File: config.mk
export PLATFORM = sky130hd
export DESIGN_NAME = fifo_ctrl_flat
export DESIGN_NICKNAME = d
export VERILOG_FILES = /design/src/rtl/fifo_ctrl_if.sv /design/src/rtl/fifo_ctrl.sv /design/src/flat_wrapper.sv
export SDC_FILE = /design/constraint.sdc
export NUM_CORES = 1
export LEC_CHECK = 0
export ABC_CLOCK_PERIOD_IN_PS = 6850
export CAP_MARGIN = 20
export CORE_MARGIN = 2
export CORE_UTILIZATION = 48
export CTS_CLUSTER_SIZE = 10
export DETAILED_ROUTE_END_ITERATION = 16
export PLACE_DENSITY_LB_ADDON = 0.1
export RECOVER_POWER = 25
export SYNTH_ARGS = -nofsm -noshare
export SYNTH_HDL_FRONTEND = slang
export SYNTH_SLANG_ARGS = --single-unit
File: constraint.sdc
create_clock -name wclk -period 6.85 [get_ports wclk]
set_clock_uncertainty 0.2 [all_clocks]
set_input_delay 0.685 -clock wclk [delete_from_list [all_inputs] [get_ports wclk]]
set_output_delay 0.685 -clock wclk [all_outputs]
set_load 0.01 [all_outputs]
File: src/rtl/fifo_ctrl_if.sv
// FWFT push/pop handshake plus memory-side controls for fifo_ctrl.
// Optional ovf/udf sticky flags appear when FIFO_CTRL_ERR_FLAGS_EN is defined.
interface fifo_ctrl_if #(
  parameter int ADDRSIZE = 9
);
  logic                wr_en;
  logic                rd_en;
  logic                full;
  logic                empty;
  logic                almost_full;
  logic                almost_empty;
  logic [ADDRSIZE:0]   count;
  logic [ADDRSIZE-1:0] mem_waddr;
  logic [ADDRSIZE-1:0] mem_raddr;
  logic                mem_wclken;
  logic                mem_wfull;
`ifdef FIFO_CTRL_ERR_FLAGS_EN
  logic                ovf;
  logic                udf;

  modport master (
    output wr_en, rd_en,
    input  full, empty, almost_full, almost_empty, count,
    input  mem_waddr, mem_raddr, mem_wclken, mem_wfull,
    input  ovf, udf
  );

  modport slave (
    input  wr_en, rd_en,
    output full, empty, almost_full, almost_empty, count,
    output mem_waddr, mem_raddr, mem_wclken, mem_wfull,
    output ovf, udf
  );
`else
  modport master (
    output wr_en, rd_en,
    input  full, empty, almost_full, almost_empty, count,
    input  mem_waddr, mem_raddr, mem_wclken, mem_wfull
  );

  modport slave (
    input  wr_en, rd_en,
    output full, empty, almost_full, almost_empty, count,
    output mem_waddr, mem_raddr, mem_wclken, mem_wfull
  );
`endif
endinterface

File: src/rtl/fifo_ctrl.sv
// Pointer/flag controller for the CNN->ELM dual-port feature-map FIFO.
// Define FIFO_CTRL_ERR_FLAGS_EN to add sticky ovf/udf error flags.
module fifo_ctrl #(
  parameter int ADDRSIZE   = 9,
  parameter int AFULL_LVL  = 508,
  parameter int AEMPTY_LVL = 4
) (
  input logic       wclk,
  input logic       wrst,
  fifo_ctrl_if.slave bus
);
  localparam int PW = ADDRSIZE + 1;
  localparam logic [ADDRSIZE:0] DEPTH_C = PW'(1 << ADDRSIZE);
  localparam logic [ADDRSIZE:0] AF_C    = PW'(AFULL_LVL);
  localparam logic [ADDRSIZE:0] AE_C    = PW'(AEMPTY_LVL);

  logic [ADDRSIZE:0] wptr, rptr, cnt;
  logic [ADDRSIZE:0] wptr_nxt, rptr_nxt, cnt_nxt;
  logic full_q, empty_q, af_q, ae_q;
  logic push_ok, pop_ok;

  assign push_ok = bus.wr_en & ~full_q;
  assign pop_ok  = bus.rd_en & ~empty_q;

  // Occupancy is the pointer distance, so wptr - rptr == count by construction.
  always_comb begin
    wptr_nxt = wptr + {{ADDRSIZE{1'b0}}, push_ok};
    rptr_nxt = rptr + {{ADDRSIZE{1'b0}}, pop_ok};
    cnt_nxt  = wptr_nxt - rptr_nxt;
  end

  always_ff @(posedge wclk) begin
    if (wrst) begin
      wptr    <= '0;
      rptr    <= '0;
      cnt     <= '0;
      full_q  <= 1'b0;
      empty_q <= 1'b1;
      af_q    <= 1'b0;
      ae_q    <= 1'b1;
    end else begin
      wptr    <= wptr_nxt;
      rptr    <= rptr_nxt;
      cnt     <= cnt_nxt;
      full_q  <= (cnt_nxt == DEPTH_C);
      empty_q <= (cnt_nxt == '0);
      af_q    <= (cnt_nxt >= AF_C);
      ae_q    <= (cnt_nxt <= AE_C);
    end
  end

  assign bus.full         = full_q;
  assign bus.empty        = empty_q;
  assign bus.almost_full  = af_q;
  assign bus.almost_empty = ae_q;
  assign bus.count        = cnt;
  assign bus.mem_waddr    = wptr[ADDRSIZE-1:0];
  assign bus.mem_raddr    = rptr[ADDRSIZE-1:0];
  assign bus.mem_wclken   = bus.wr_en;
  assign bus.mem_wfull    = full_q;

`ifdef FIFO_CTRL_ERR_FLAGS_EN
  logic ovf_q, udf_q;

  always_ff @(posedge wclk) begin
    if (wrst) begin
      ovf_q <= 1'b0;
      udf_q <= 1'b0;
    end else begin
      if (bus.wr_en & full_q)  ovf_q <= 1'b1;
      if (bus.rd_en & empty_q) udf_q <= 1'b1;
    end
  end

  assign bus.ovf = ovf_q;
  assign bus.udf = udf_q;
`endif
endmodule

File: src/flat_wrapper.sv
// flat-port wrapper written by rule: the top's interface ports become plain ports
module fifo_ctrl_flat 
#(
  parameter int ADDRSIZE   = 9,
  parameter int AFULL_LVL  = 508,
  parameter int AEMPTY_LVL = 4
)
  (wclk, wrst, bus_wr_en, bus_rd_en, bus_full, bus_empty, bus_almost_full, bus_almost_empty, bus_count, bus_mem_waddr, bus_mem_raddr, bus_mem_wclken, bus_mem_wfull);
  fifo_ctrl_if #(.ADDRSIZE(ADDRSIZE)) bus_i ();
  input logic wclk;
  input logic wrst;
  input wire logic [$bits(bus_i.wr_en)-1:0] bus_wr_en;
  input wire logic [$bits(bus_i.rd_en)-1:0] bus_rd_en;
  output wire logic [$bits(bus_i.full)-1:0] bus_full;
  output wire logic [$bits(bus_i.empty)-1:0] bus_empty;
  output wire logic [$bits(bus_i.almost_full)-1:0] bus_almost_full;
  output wire logic [$bits(bus_i.almost_empty)-1:0] bus_almost_empty;
  output wire logic [$bits(bus_i.count)-1:0] bus_count;
  output wire logic [$bits(bus_i.mem_waddr)-1:0] bus_mem_waddr;
  output wire logic [$bits(bus_i.mem_raddr)-1:0] bus_mem_raddr;
  output wire logic [$bits(bus_i.mem_wclken)-1:0] bus_mem_wclken;
  output wire logic [$bits(bus_i.mem_wfull)-1:0] bus_mem_wfull;
  assign bus_i.wr_en = bus_wr_en;
  assign bus_i.rd_en = bus_rd_en;
  assign bus_full = bus_i.full;
  assign bus_empty = bus_i.empty;
  assign bus_almost_full = bus_i.almost_full;
  assign bus_almost_empty = bus_i.almost_empty;
  assign bus_count = bus_i.count;
  assign bus_mem_waddr = bus_i.mem_waddr;
  assign bus_mem_raddr = bus_i.mem_raddr;
  assign bus_mem_wclken = bus_i.mem_wclken;
  assign bus_mem_wfull = bus_i.mem_wfull;
  fifo_ctrl #(.ADDRSIZE(ADDRSIZE), .AFULL_LVL(AFULL_LVL), .AEMPTY_LVL(AEMPTY_LVL)) u_core (.wclk(wclk), .wrst(wrst), .bus(bus_i));
endmodule
==> results of run 1 <==
==> path summary, 6_finish.rpt <==
kind | startpoint | endpoint | depth (start not counted) | slack (ns)
max | bus_rd_en | u_core.bus.empty | 13 | 2.98
min | u_core.rptr[9] | u_core.rptr[9] | 2 | 0.33
max reg2reg | u_core.bus.empty | u_core.bus.empty | 12 | 3.51
min reg2reg | u_core.rptr[9] | u_core.rptr[9] | 2 | 0.33
==> sequential cells by signal (all words and copies together), names as in the netlist <==
register,count
u_core.bus.count,10
u_core.bus.almost_empty,1
u_core.rptr,10
u_core.bus.empty,1
u_core.bus.almost_full,1
u_core.bus.full,1
u_core.wptr,10
==> stage by stage <==
stage          cell area, µm²  hold WS, ns  util, %  setup WS, ns
6_report                 2290        0.328     61.1          2.98
5_1_grt                  2290        0.377     61.1          2.66
2_1_floorplan            1910        0.286        -          3.51
4_1_cts                  2280        0.332     61.0          2.97
3_3_place_gp             2170        0.304     58.1          2.72
3_5_place_dp             2170        0.309     58.1          2.68
==> worst min-delay path, delay by kind of cell, from the launching register on <==
| family | cells | cell delay [ns] |
|---|---|---|
| and+or+nand+nor | 1 | 0.08 |
| xor gates and xnor gates | 1 | 0.09 |
| DFF | 1 | 0.33 |
==> cell usage after synthesis (all sizes together) (3+ instances only) <==
library cell,n
xnor2,15
nand2,6
inv,5
a211oi,4
o21ai,5
nand4,7
clkbuf,4
nand3,5
buf,20
and3,3
nor3,4
dfxtp,34
nor2b,13
and2,3
ha,10
xor2,10
nor2,28
==> power breakdown <==
group	switching [mW]	internal, mW
registers	0.00627	0.215
clock network	0.0745	0.107
logic	0.0728	0.0679
total	0.154	0.390
==> logic make-up after synthesis <==
family          synth area share (%)
xor+xnor                        11.5
buf+inv                         9.64
compound gates                  11.1
simple gates                    23.9
flops                           35.7
fa+ha+maj                       8.20
==> routing by layer <==
metal / routed length [µm] / vias to the layer above / share of wire, %
met3: 212 / 8 / 5.6
met1: 1870 / 663 / 49
li1: - / 731 / -
met2: 1650 / 41 / 43
met5: 0 / - / 0
met4: 74 / 0 / 1.9
==> area by class of cell <==
| class | count | area (µm²) |
|---|---|---|
| Multi-Input combinational cell | 143 | 1040 |
| Clock buffer | 5 | 68.8 |
| Inverter | 5 | 18.8 |
| Tap cell | 48 | 60.1 |
| Sequential cell | 34 | 681 |
| Clock inverter | 3 | 40.0 |
| Fill cell | 357 | 1460 |
| Timing Repair Buffer | 38 | 374 |
==> results_dict.tcl, run 1 <==
set metrics [dict create \
    synth_edf_count 0 \
    start_util_pct 51.0 \
    vias 1443 \
    path_clk_slew_ns 0.08 \
    place_congestion 0.888 \
    ys_seq_area_share_pct 35.7 \
    clk-insertion-delay-late_ns 0.29 \
    arrival_ns 3.89 \
    worstPathCellList "clkdlybuf4s50_1 -> nor2b_1 -> ha_1 -> xnor2_1 -> ha_1 -> nor2b_1 -> o21ai_0 -> o211ai_1 -> maj3_2 -> xnor2_1 -> nand3_1 -> nor4_4 -> a31o_1" \
    cp_top_family "adder cells" \
    finalCritPeriodShare_pct 56.6 \
    grt_max_degree 33 \
    synth_area_um2 1910 \
    yosysTopAreaCellShare_pct 35.7 \
    cts_buffer_depth 2 \
    grt_setup_unrepaired "false" \
    fp-row-count 22 \
    setup_viol 0 \
    h-tree-depth 2 \
    drt_iter0_drc 50 \
    postRouteAntennaNets 0 \
    ir_worst_vdd_uv 112 \
    hp-class "flip-flop to flip-flop" \
    synthTopCellsByArea "dfxtp_1 (36%), buf_4 (7.9%), xnor2_1 (6.9%)" \
    top_usage_layer "met2" \
    layout_common_cells "dfxtp_1 (34), nor2_1 (27), clkdlybuf4s50_1 (23)" \
    dieArea_um2 4500 \
    port_buffers 37 \
    hold_viol 0 \
    critPathSlowestCell "xnor2_1" \
    ys_seq_elements 34 \
    clockRootBuffer "clkbuf_8" \
    critPathBufInv 1 \
    tightestPinTransition_ns 0.722 \
    grt_util_met1_pct 24.2 \
    grt.total_usage_pct 19.0 \
    cts_tree "done" \
    grt_pass1_wl_um 6250 \
    period_minus_slack_ns 3.87 \
    firstDrtPassIters 4 \
    via_per_inst 5.23 \
    die_w_um 67.1 \
    crit_fanout 5 \
    worst_setup_path_start_kind "primary input" \
    powerDensity_nw_per_um2 238 \
    ys_types 47 \
    leakage_nw 0.927 \
    post-route-drc-count 0 \
    stdcell_count 276 \
    slew_headroom_pct 51.8 \
    area_growth_pct 19.8 \
    cp-end-kind "flip-flop" \
    tns_ns 0 \
    worstPathRequired_ns 6.87 \
    yosysWarnings 0 \
    maxCapViolCount 0 \
    antenna_found_initial 0 \
    wire_per_inst_um 13.8 \
    first_global_vias 1398 \
    synth.largest_area_cell "dfxtp_1" \
    die_h_um 67.1 \
    avgSynthCellArea_um2 9.26 \
    io_pins 38 \
    path_class "primary input to flip-flop" \
    antennaDiodeCount 0 \
    syn_inst 206 \
    dp_hpwl_um 2930 \
    fmax_ghz 0.258 \
    synth_nets 221 \
    dp_cells 267 \
    async_reset_ff_share_pct 0 \
    use_met3_pct 4.05 \
    grt_use_met2_pct 30.0 \
    synth_ff_type "dfxtp_1" \
    slew_violations 0 \
    finalWirelength_um 3810 \
    cts_hold_buf 0 \
    layout-drive-gt1-share_pct 9.21 \
    post-cts-setup-buffers 0 \
    layout_commonest_cell "dfxtp_1" \
    fin_total_pwr_mw 0.543 \
    clock_sinks 34 \
    grt_overflow 0 \
    cts_resized 0 \
    worst_path_largest_cell_delay_ns 0.41 \
    final_nets 242 \
    core_area_um2 3740 \
    status "completed" \
    cts_made_buffers 5 \
]
Note: power is estimated with default switching activity, not from simulation.
==> inputs of run 2 (changes only) <==
--- a/config.mk
+++ b/config.mk
@@ -5,10 +5,10 @@
 export SDC_FILE = /design/constraint.sdc
 export NUM_CORES = 1
 export LEC_CHECK = 0
-export ABC_CLOCK_PERIOD_IN_PS = 6850
+export ABC_CLOCK_PERIOD_IN_PS = 3340
 export CAP_MARGIN = 20
 export CORE_MARGIN = 2
-export CORE_UTILIZATION = 48
+export CORE_UTILIZATION = 46
 export CTS_CLUSTER_SIZE = 10
 export DETAILED_ROUTE_END_ITERATION = 16
 export PLACE_DENSITY_LB_ADDON = 0.1
==> constraint.sdc (replaced) <==
create_clock -name wclk -period 3.34 [get_ports wclk]
set_clock_uncertainty 0.2 [all_clocks]
set_input_delay 0.334 -clock wclk [delete_from_list [all_inputs] [get_ports wclk]]
set_output_delay 0.334 -clock wclk [all_outputs]
set_load 0.01 [all_outputs]
==> run 2 against run 1 <==
  * Flip-flop and latch count did not move
  * Global-route usage rose by 1.4 points
  * Count of clock-buffer cells in the layout rose by 2
  * Sequential power rose by 110%
  * Total power rose by 110%
  * First-iteration DRC count rose by 70%
  * Largest cell class unchanged
  * Final area rose by 20%
  * Clock power rose by 71%
  * Wire length rose by 22%
  * Highest routed layer unchanged
==> results_dict.tcl, run 2 (synthesized netlist as in run 1, its figures left out) <==
set metrics [dict create \
    cts_tree "done" \
    h-tree-depth 2 \
    firstDrtPassIters 4 \
    tightestPinTransition_ns 0.657 \
    worst_setup_path_start_kind "primary input" \
    grt_overflow 0 \
    via_per_inst 5.21 \
    vias 1635 \
    layout_commonest_cell "buf_4" \
    cts_buffer_depth 2 \
    die_w_um 68.4 \
    fp-row-count 23 \
    maxCapViolCount 0 \
    cts_made_buffers 5 \
    core_area_um2 4000 \
    cts_hold_buf 0 \
    slew_headroom_pct 56.1 \
    cp-end-kind "flip-flop" \
    arrival_ns 3.19 \
    dp_hpwl_um 3360 \
    timing.final.ws_setup_ns 0.120 \
    crit_fanout 3 \
    grt_max_degree 18 \
    post-route-drc-count 0 \
    fin_total_pwr_mw 1.15 \
    fmax_ghz 0.311 \
    finalCritPeriodShare_pct 96.4 \
    timing.hold.ws_ns 0.329 \
    n_fill_cell 319 \
    place_congestion 0.789 \
    wire_per_inst_um 14.8 \
    dpl-instance-area_um2 2420 \
    design_area_um2 2750 \
    die_h_um 68.4 \
    worstPathRequired_ns 3.31 \
    area_growth_pct 44.1 \
    drt_iter0_drc 85 \
    leakage_nw 1.12 \
    io_pins 38 \
    grt_pass1_wl_um 6890 \
    grt.total_usage_pct 20.5 \
    antenna_found_initial 0 \
    path_class "primary input to flip-flop" \
    antennaDiodeCount 0 \
    ir_worst_vdd_uv 298 \
    clockRootBuffer "clkbuf_8" \
    postRouteAntennaNets 0 \
    clk-insertion-delay-late_ns 0.28 \
    setup_viol 0 \
    path_clk_slew_ns 0.07 \
    final_nets 278 \
    layout-drive-gt1-share_pct 31.4 \
    finalWirelength_um 4640 \
    layout_common_cells "buf_4 (37), clkdlybuf4s50_1 (34), dfxtp_1 (34)" \
    powerDensity_nw_per_um2 420 \
    port_buffers 37 \
    hold_viol 0 \
    dpl_worst_slack_ns -0.413 \
    period_minus_slack_ns 3.22 \
    dieArea_um2 4680 \
    first_global_vias 1535 \
    start_util_pct 47.7 \
    slew_violations 0 \
    final_util_pct 68.8 \
    clock_sinks 34 \
    status "completed" \
    hp-class "flip-flop to flip-flop" \
]
-- run 2: cell count changes in the layout (fill, tap and decap cells not counted), moves of 4 or more --
| cell | delta |
|---|---|
| xnor2_1 | -4 |
| ha_1 | -4 |
| clkdlybuf4s50_1 | +11 |
| dlygate4sd3_1 | -12 |
| buf_4 | +37 |
| xnor2_2 | +4 |
-- run 2: timing repair --
item,CTS,global route
cloned,0,0
setup buffers,1,5
gates resized for setup,7,30
pin swaps,3,18
setup endpoints to repair,5,5
-- run 2: routing by layer --
metal	up-vias	global-route usage (%)	part of all wire [%]	wire (µm)
li1	802	-	-	-
met1	774	24.7	44	2050
met2	46	34.0	49	2270
met3	13	4.44	4.5	207
met4	0	10.3	2.5	114
met5	-	0	0	0
-- run 2: cell type report --
| cell class | instances | area [µm²] | share of cell area [%] |
|---|---|---|---|
| clock buffer | 7 | 86.3 | 3.14 |
| clock inverter | 1 | 5.00 | 0.182 |
| inverter | 5 | 18.8 | 0.682 |
| multi-input combinational | 143 | 1250 | 45.3 |
| sequential | 34 | 681 | 24.7 |
| tap | 50 | 62.6 | 2.27 |
| timing repair buffer | 74 | 651 | 23.7 |
-- run 2: where the power goes --
part | leakage (nW) | internal, mW | switching, mW
sequential | 0.277 | 0.441 | 0.0201
clock | 0.0482 | 0.166 | 0.145
combinational | 0.796 | 0.205 | 0.177
-- run 2: final timing paths --
check / slack [ns] / depth (start not counted) / to / from
setup reg to reg: 0.13 / 13 / u_core.bus.almost_empty / u_core.bus.full
hold / removal: 0.33 / 2 / u_core.rptr[9] / u_core.rptr[9]
hold reg to reg: 0.33 / 2 / u_core.rptr[9] / u_core.rptr[9]
setup / recovery: 0.12 / 16 / u_core.bus.almost_empty / bus_rd_en
-- run 2: worst max-delay path, stage by stage --
cell and delay [ns]:
clkdlybuf4s50_1 0.46, nor2b_4 0.17, ha_4 0.17, buf_4 0.10
buf_4 0.10, nand2_1 0.06, xor2_1 0.17, ha_1 0.23
a211oi_2 0.27, a221oi_2 0.12, buf_4 0.15, o41ai_2 0.22
xnor2_1 0.13, buf_4 0.15, buf_4 0.13, a31o_1 0.21
-- run 2: metrics by stage --
step / TNS, ns / instances
2_1_floorplan: 0 / 206
3_3_place_gp: -1.66 / 301
3_5_place_dp: -1.99 / 301
4_1_cts: 0 / 310
5_1_grt: -0.139 / 314
6_report: 0 / 314
==> inputs of run 3 (changes only) <==
--- a/config.mk
+++ b/config.mk
@@ -7,12 +7,14 @@
 export LEC_CHECK = 0
 export ABC_CLOCK_PERIOD_IN_PS = 3340
 export CAP_MARGIN = 20
-export CORE_MARGIN = 2
+export CORE_MARGIN = 3
 export CORE_UTILIZATION = 46
 export CTS_CLUSTER_SIZE = 10
 export DETAILED_ROUTE_END_ITERATION = 16
 export PLACE_DENSITY_LB_ADDON = 0.1
 export RECOVER_POWER = 25
+export SKIP_LAST_GASP = 1
 export SYNTH_ARGS = -nofsm -noshare
 export SYNTH_HDL_FRONTEND = slang
 export SYNTH_SLANG_ARGS = --single-unit
+export TNS_END_PERCENT = 5
==> run 3 against run 2 <==
  * Total power decreased by 1.1%
  * Count of clock-buffer cells in the layout is the same
  * Flip-flop and latch count stayed put
  * Cell count increased by 0.32%
  * Combinational power is 3% lower
  * Final area decreased by 2.5%
  * Sequential share of layout area up 0.64 points
  * First-iteration DRC count down 28%
  * Fmax is 1.0% lower
==> results_dict.tcl, run 3 (synthesized netlist as in run 1, its figures left out) <==
set metrics [dict create \
    layout-drive-gt1-share_pct 29.6 \
    finalCritPeriodShare_pct 97.4 \
    start_util_pct 49.9 \
    port_buffers 37 \
    clk-insertion-delay-late_ns 0.29 \
    fmax_ghz 0.307 \
    firstDrtPassIters 4 \
    area_growth_pct 40.5 \
    clockRootBuffer "clkbuf_8" \
    grt_overflow 0 \
    final_nets 281 \
    grt_pass1_wl_um 7120 \
    comb_power_share_pct 32.6 \
    dp_hpwl_um 3260 \
    path_class "primary input to flip-flop" \
    h-tree-depth 2 \
    ir_worst_vdd_uv 253 \
    cts_tree "done" \
    period_minus_slack_ns 3.25 \
    design_area_um2 2680 \
    core_area_um2 3830 \
    layout_common_cells "buf_4 (40), clkdlybuf4s50_1 (37), dfxtp_1 (34)" \
    switching_share_pct 28.7 \
    cts_hold_buf 0 \
    wire_per_inst_um 14.2 \
    io_pins 38 \
    slew_headroom_pct 72.6 \
    dieArea_um2 4960 \
    hold_viol 0 \
    n_fill_cell 283 \
    grt.total_usage_pct 18.1 \
    layout_commonest_cell "buf_4" \
    power_switching_mw 0.328 \
    antenna_found_initial 0 \
    die_h_um 70.4 \
    drt_iter0_drc 61 \
    leakage_nw 1.12 \
    first_global_vias 1549 \
    fp-row-count 22 \
    antennaDiodeCount 0 \
    hp-class "flip-flop to flip-flop" \
    cts_buffer_depth 2 \
    seqPwrFrac_pct 40.1 \
    cp-end-kind "flip-flop" \
    dpl-instance-area_um2 2440 \
    worstPathRequired_ns 3.37 \
    intPower_mw 0.814 \
    grt_max_degree 27 \
    die_w_um 70.4 \
    status "completed" \
    finalWirelength_um 4480 \
    clock_sinks 34 \
    slew_violations 0 \
    vias 1634 \
    post-route-drc-count 0 \
    worst_setup_path_start_kind "primary input" \
    postRouteAntennaNets 0 \
    path_clk_slew_ns 0.07 \
    via_per_inst 5.19 \
    maxCapViolCount 0 \
    arrival_ns 3.28 \
    timing.hold.ws_ns 0.338 \
    tightestPinTransition_ns 0.408 \
    cts_made_buffers 5 \
    setup_viol 0 \
    place_congestion 0.942 \
    clock_power_share_pct 27.2 \
    fin_total_pwr_mw 1.14 \
    crit_fanout 3 \
    powerDensity_nw_per_um2 426 \
]
## run 3: cell types whose count changed in the layout (fill, tap and decap cells not counted), moves of 2 or more
cell,delta
buf_4,+3
clkdlybuf4s50_1,+3
dlygate4sd3_1,-2
ha_2,+2
nand3_1,+2
## run 3: timing repair
| action | CTS | global route |
|---|---|---|
| pin swaps | 4 | 13 |
| setup buffers | 1 | 4 |
| resized for setup | 5 | 18 |
| hold endpoints to repair | 0 | 0 |
| endpoints found under the setup margin | 5 | 5 |
| gates cloned | 0 | 0 |
## run 3: path summary, 6_finish.rpt
kind | start | end | slack, ns | cells past startpoint
worst max-delay path | bus_wr_en | u_core.bus.almost_empty | 0.09 | 14
worst min-delay path | u_core.rptr[9] | u_core.rptr[9] | 0.34 | 2
worst max register to register | u_core.bus.full | u_core.bus.almost_empty | 0.25 | 14
worst min register to register | u_core.rptr[9] | u_core.rptr[9] | 0.34 | 2
## run 3: power groups by stage
stage               Combinational (mW)  Clock [mW]  Sequential (mW)
finish                           0.372       0.311            0.458
global route                     0.400       0.344            0.462
CTS                              0.367       0.321            0.457
detailed placement               0.351           0            0.466
global placement                 0.348           0            0.464
floorplan                        0.181           0            0.479
## run 3: worst max-delay path, stage by stage
cell	delay, ns
clkdlybuf4s50_1	0.49
nor2b_4	0.19
ha_4	0.18
and4_4	0.25
nand2_2	0.07
xnor2_2	0.17
ha_1	0.32
o21ai_2	0.07
a221oi_2	0.33
nor2_1	0.11
xnor2_1	0.14
buf_4	0.15
nor4_4	0.29
a31o_1	0.19
## run 3: stage by stage
step	std cells	setup WS (ns)	util, %	TNS (ns)
after global placement	302	-0.361	63.7	-1.73
after CTS	311	0.0119	67.1	0
after detailed placement	302	-0.389	63.7	-1.92
final	315	0.0874	70.1	0
after floorplan	206	0.355	-	0
after global routing	315	-0.0420	70.1	-0.131
## run 3: cell type report
cell class,count,area [µm²],area share (%)
inverters,5,18.8,0.700
repair buffers,77,671,25.0
clock inverters,1,5.00,0.187
clock buffers,7,86.3,3.22
flip-flops and latches,34,681,25.4
multi-input cells,143,1160,43.3
well taps,48,60.1,2.24
## run 3: metal layers
metal	up-vias	part of all wire (%)	wire length, µm	global-route usage (%)
li1	811	-	-	-
met1	760	43	1910	22.9
met2	51	48	2140	28.7
met3	12	6.8	304	4.75
met4	0	2.6	118	7.87
met5	-	0	0	0
